`src/rtl/serial_shift_rx.sv`:
```
// serial_shift_rx: oversampling receiver for the serial shift-chain (clock/data/clear/latch) protocol
// Ports:
//   clk, rst           system clock, synchronous active-high reset
//   ser_clk, ser_data  asynchronous serial shift clock and data (data valid at ser_clk rise)
//   ser_clrn           asynchronous active-low shift-register clear
//   ser_pen            asynchronous latch strobe, rising edge ends the frame
//   data_out, valid    last latched word and its one-cycle update pulse
//   bit_count, busy    bits in the current frame (saturating at WIDTH+1), nonzero flag
//   frame_err          last latched frame did not contain exactly WIDTH bits
module serial_shift_rx #(
    parameter int WIDTH       = 16,
    parameter int SYNC_STAGES = 2
) (
    input  logic                       clk,
    input  logic                       rst,
    input  logic                       ser_clk,
    input  logic                       ser_data,
    input  logic                       ser_clrn,
    input  logic                       ser_pen,
    output logic [WIDTH-1:0]           data_out,
    output logic                       valid,
    output logic [$clog2(WIDTH+2)-1:0] bit_count,
    output logic                       frame_err,
    output logic                       busy
);
    localparam int CW = $clog2(WIDTH+2);
    localparam logic [CW-1:0] CNT_FULL = CW'(WIDTH);
    localparam logic [CW-1:0] CNT_MAX  = CW'(WIDTH+1);
    // Line order in every sync stage is {pen, clrn, data, clk}; idle is clrn high, rest low.
    localparam logic [3:0] IDLE = 4'b0100;

    logic [SYNC_STAGES-1:0][3:0] r_sync;
    logic                        r_hist_clk;
    logic                        r_hist_pen;
    logic [WIDTH-1:0]            r_sreg;
    logic [CW-1:0]               r_cnt;
    logic [WIDTH-1:0]            r_data_out;
    logic                        r_valid;
    logic                        r_frame_err;

    logic [3:0]                  w_sync;
    logic                        w_shift;
    logic                        w_latch;
    logic                        w_clr;
    logic [WIDTH-1:0]            w_sreg_next;
    logic [CW-1:0]               w_cnt_next;

    assign w_sync  = r_sync[SYNC_STAGES-1];
    assign w_shift = w_sync[0] & ~r_hist_clk;
    assign w_latch = w_sync[3] & ~r_hist_pen;
    assign w_clr   = ~w_sync[2];

    // Clear dominates shift; the latch below samples these next values so a bit
    // shifted (or a clear applied) in the latch cycle is part of the word.
    assign w_sreg_next = w_clr ? '0 : w_shift ? {r_sreg[WIDTH-2:0], w_sync[1]} : r_sreg;
    assign w_cnt_next  = w_clr ? '0 : (w_shift && r_cnt != CNT_MAX) ? r_cnt + CW'(1) : r_cnt;

    always_ff @(posedge clk) begin
        if (rst) begin
            r_sync      <= {SYNC_STAGES{IDLE}};
            r_hist_clk  <= 1'b0;
            r_hist_pen  <= 1'b0;
            r_sreg      <= '0;
            r_cnt       <= '0;
            r_data_out  <= '0;
            r_valid     <= 1'b0;
            r_frame_err <= 1'b0;
        end else begin
            r_sync     <= {r_sync[SYNC_STAGES-2:0], ser_pen, ser_clrn, ser_data, ser_clk};
            r_hist_clk <= w_sync[0];
            r_hist_pen <= w_sync[3];
            r_sreg     <= w_sreg_next;
            r_cnt      <= w_latch ? '0 : w_cnt_next;
            r_valid    <= w_latch;
            if (w_latch) begin
                r_data_out  <= w_sreg_next;
                r_frame_err <= w_cnt_next != CNT_FULL;
            end
        end
    end

    assign data_out  = r_data_out;
    assign valid     = r_valid;
    assign bit_count = r_cnt;
    assign frame_err = r_frame_err;
    assign busy      = r_cnt != '0;
endmodule

```
`config.mk`:
```
export PLATFORM = sky130hd
export DESIGN_NAME = serial_shift_rx
export DESIGN_NICKNAME = d
export VERILOG_FILES = /design/src/rtl/serial_shift_rx.sv
export SDC_FILE = /design/constraint.sdc
export NUM_CORES = 1
export LEC_CHECK = 0
export CORE_MARGIN = 5
export CORE_UTILIZATION = 30
export CTS_CLUSTER_DIAMETER = 40
export DETAILED_ROUTE_END_ITERATION = 10
export GPL_TIMING_DRIVEN = 0
export HOLD_SLACK_MARGIN = 0.1
export SYNTH_ARGS = -nofsm -noshare
export SYNTH_HDL_FRONTEND = slang
export SYNTH_SLANG_ARGS = --single-unit
```
`constraint.sdc`:
```
create_clock -name clk -period 2.4 [get_ports clk]
set_input_delay 0.6 -clock clk [delete_from_list [all_inputs] [get_ports clk]]
set_output_delay 0.6 -clock clk [all_outputs]
set_load 0.1 [all_outputs]
```
==> run metrics <==
status complete, no violations; Syn-to-layout area delta 27.4%; Crit path arrival time 1.75 ns; Slew @ Worst Pin 0.972 ns; final setup violation count 0; Register-to-Register Path Depth 5; period utilization 0.979; Synth area leader dfxtp_1; Critical Path RT 1.80 ns; Routed WL per cell 12.2 um; slowest cell on the critical path clkdlybuf4s50_1; die span in x 88.1 um; TritonCTS clock tree yes; CTS Hold Bufs 0; Antenna Nets Post-Route 0; IO Port Bufs 29; routability cong. 0.796; achievable frequency 426 MHz; Post-Syn Area per Cell 9.38 um^2; largest net degree at the start of global routing 15; final worst slack 0.0506 ns; Worst-path clk slew 0.09 ns; Post-CTS Setup Bufs 0; vias per cell 4.53; total power 0.00141 W; total CTS buffers 5; CP cell instances clkdlybuf4s50_1; CP Capture Type output pin; Syn Inst Count 195; Pwr per Cell Area 607 nW/um^2; Initial DRT Pass Iterations 4; R2R Path Start bit_count[0]; Max Cap Violations 0; Hold WC Path Type register to register; synthesized area 1830 um^2; Post-Syn Nets 204; WP depth 1; clk_lat worst skew 0.30 ns; pre-CTS worst setup slack -0.202 ns; final slew viol count 0; maximum clock insertion buffer count 2; register area share after synthesis 0.536; antenna violations before repair 0; share of layout cells above drive strength 1 0.0823; Synth top area share 0.536; total track usage 0.102; CTS root buf clkbuf_8; Critical Path Source valid; Crit Path Category register to output pin; most frequent cells in the layout dfxtp_1, nand2_1, a21oi_1; H-tree levels 2; register area 983 um^2; family with the most delay on the worst path buffers and inverters; core box area 5920 um^2; DRT iter0 DRCs 50; Yosys reg bits 49; RSZ-0062 raised after global routing no; FF-to-FF End frame_err; # fillers 584; min Tclk post-route 2.35 ns; DR DRC count 0; Initial Utilization 0.309; Clock Skews 0.00561 ns; IO Pins 30; wire length of the first global-routing pass 6120 um; commonest non-fill, non-tap cell in the layout dfxtp_1; final WL 3740 um; Ys Warns 0; Max FO, Critical Path 1; vias in the first global route 1326; clk sink count 49; Largest stage delay, worst path 1.13 ns; antenna fix cells 0; Total Nets Final 240; row count 28; routed vias 1386; headroom to the max-slew limit 0.351; Setup crit end valid; post-detail-place hpwl 2610 um; Area after DPL 2220 um^2; Fin. Hold Viols 0; Buf/Inv on CP 1; final setup TNS 0 ns; Die Y 88.1 um; die area 7760 um^2; hold slack final 0.419 ns; synth unique cells 29; area occupied by multi-input gates 767 um^2; Design Area, Final 2330 um^2; peak supply drop 281 uV; reg-to-reg slack, setup 0.73 ns; GRT overflow 0; synth top area cells dfxtp_1, nand2_1, a21o_1; startpoint types register; Pleak 1.23 nW
[synthesized netlist by cell type]
master    instances
nor3_1            1
nor4_1            2
o21bai_1          1
nand2_1          35
clkbuf_1          9
inv_1             4
o41a_1            1
nand3_1           1
nand4_1           1
o311a_1           1
or2_2             2
buf_4             2
buf_2             2
xnor2_1           1
ha_1              3
nand2b_1          2
o21ai_0           2
nor3b_1          16
dfxtp_1          49
buf_6             1
or2_1             1
a21oi_1          20
or4b_1            1
nor2_1            5
nor2b_1          11
or3_1             1
xor2_1            3
a21o_1           16
and4bb_4          1
[routing by layer]
layer	up-vias	wire length, um	share of wire	track usage
met5	-	0	0	0
met4	0	72	0.019	0.0426
met3	5	193	0.052	0.0357
met2	26	1630	0.44	0.153
met1	638	1850	0.49	0.133
li1	717	-	-	-
[cells by family after synthesis]
kind of cell | after synthesis | synth area share
adders and majority gates | 3 | 0.0205
AOI/OAI and AO/OA | 41 | 0.142
xor gates and xnor gates | 4 | 0.0192
DFF | 49 | 0.536
buffers and inverters | 18 | 0.0465
and+or+nand+nor | 80 | 0.236
[layout make-up]
| class | count | area share |
|---|---|---|
| buffer | 14 | 0.0301 |
| clock buffer | 6 | 0.0354 |
| clock inverter | 1 | 0.00322 |
| inverter | 4 | 0.00644 |
| multi-input combinational | 128 | 0.329 |
| sequential | 49 | 0.422 |
| tap | 75 | 0.0403 |
| timing repair buffer | 29 | 0.133 |
[worst reg2reg max path: cells and delay by family (launching register included)]
family | cells | cell delay, ns
adder cells (fa/ha/maj) | 1 | 0.33
AND/OR/NAND/NOR | 1 | 0.28
buffers and inverters | 1 | 0.09
AO/OA/AOI/OAI | 2 | 0.47
flip-flops | 1 | 0.39
[registers in the layout, summed over array words and instances (netlist names)]
register    flops
bit_count       5
data_out       16
frame_err       1
r_hist_pen      1
valid           1
r_sreg         16
r_sync          4
w_sync          4
r_hist_clk      1
[how the worst min path moves through the flow]
stage / from / endpoint / slack (ns) / depth (start not counted)
2_1_floorplan: r_sync[2] / w_sync[2] / 0.39 / 1
3_3_place_gp: r_sync[2] / w_sync[2] / 0.40 / 1
3_5_place_dp: r_sync[2] / w_sync[2] / 0.40 / 1
4_1_cts: r_sync[2] / w_sync[2] / 0.42 / 1
5_1_grt: r_sync[2] / w_sync[2] / 0.44 / 1
6_report: r_sync[2] / w_sync[2] / 0.42 / 1
[metrics by stage]
stage,instances,utilization
6_report,306,0.393
5_1_grt,306,0.393
4_1_cts,306,0.389
3_5_place_dp,299,0.375
3_3_place_gp,299,0.375
2_1_floorplan,195,-
[power breakdown]
| group | switching (W) | total (W) | internal (W) |
|---|---|---|---|
| combinational | 0.0000638 | 0.0000912 | 0.0000275 |
| sequential | 0.00000414 | 0.000826 | 0.000822 |
| clock | 0.000268 | 0.000496 | 0.000228 |
| total | 0.000336 | 0.00141 | 0.00108 |
[what timing repair did]
action | 4_1_cts | 5_1_grt
gates resized for setup | 11 | 16
pin swaps | 0 | 0
setup endpoints to repair | 9 | 15
(Power assumes the default switching activity.)
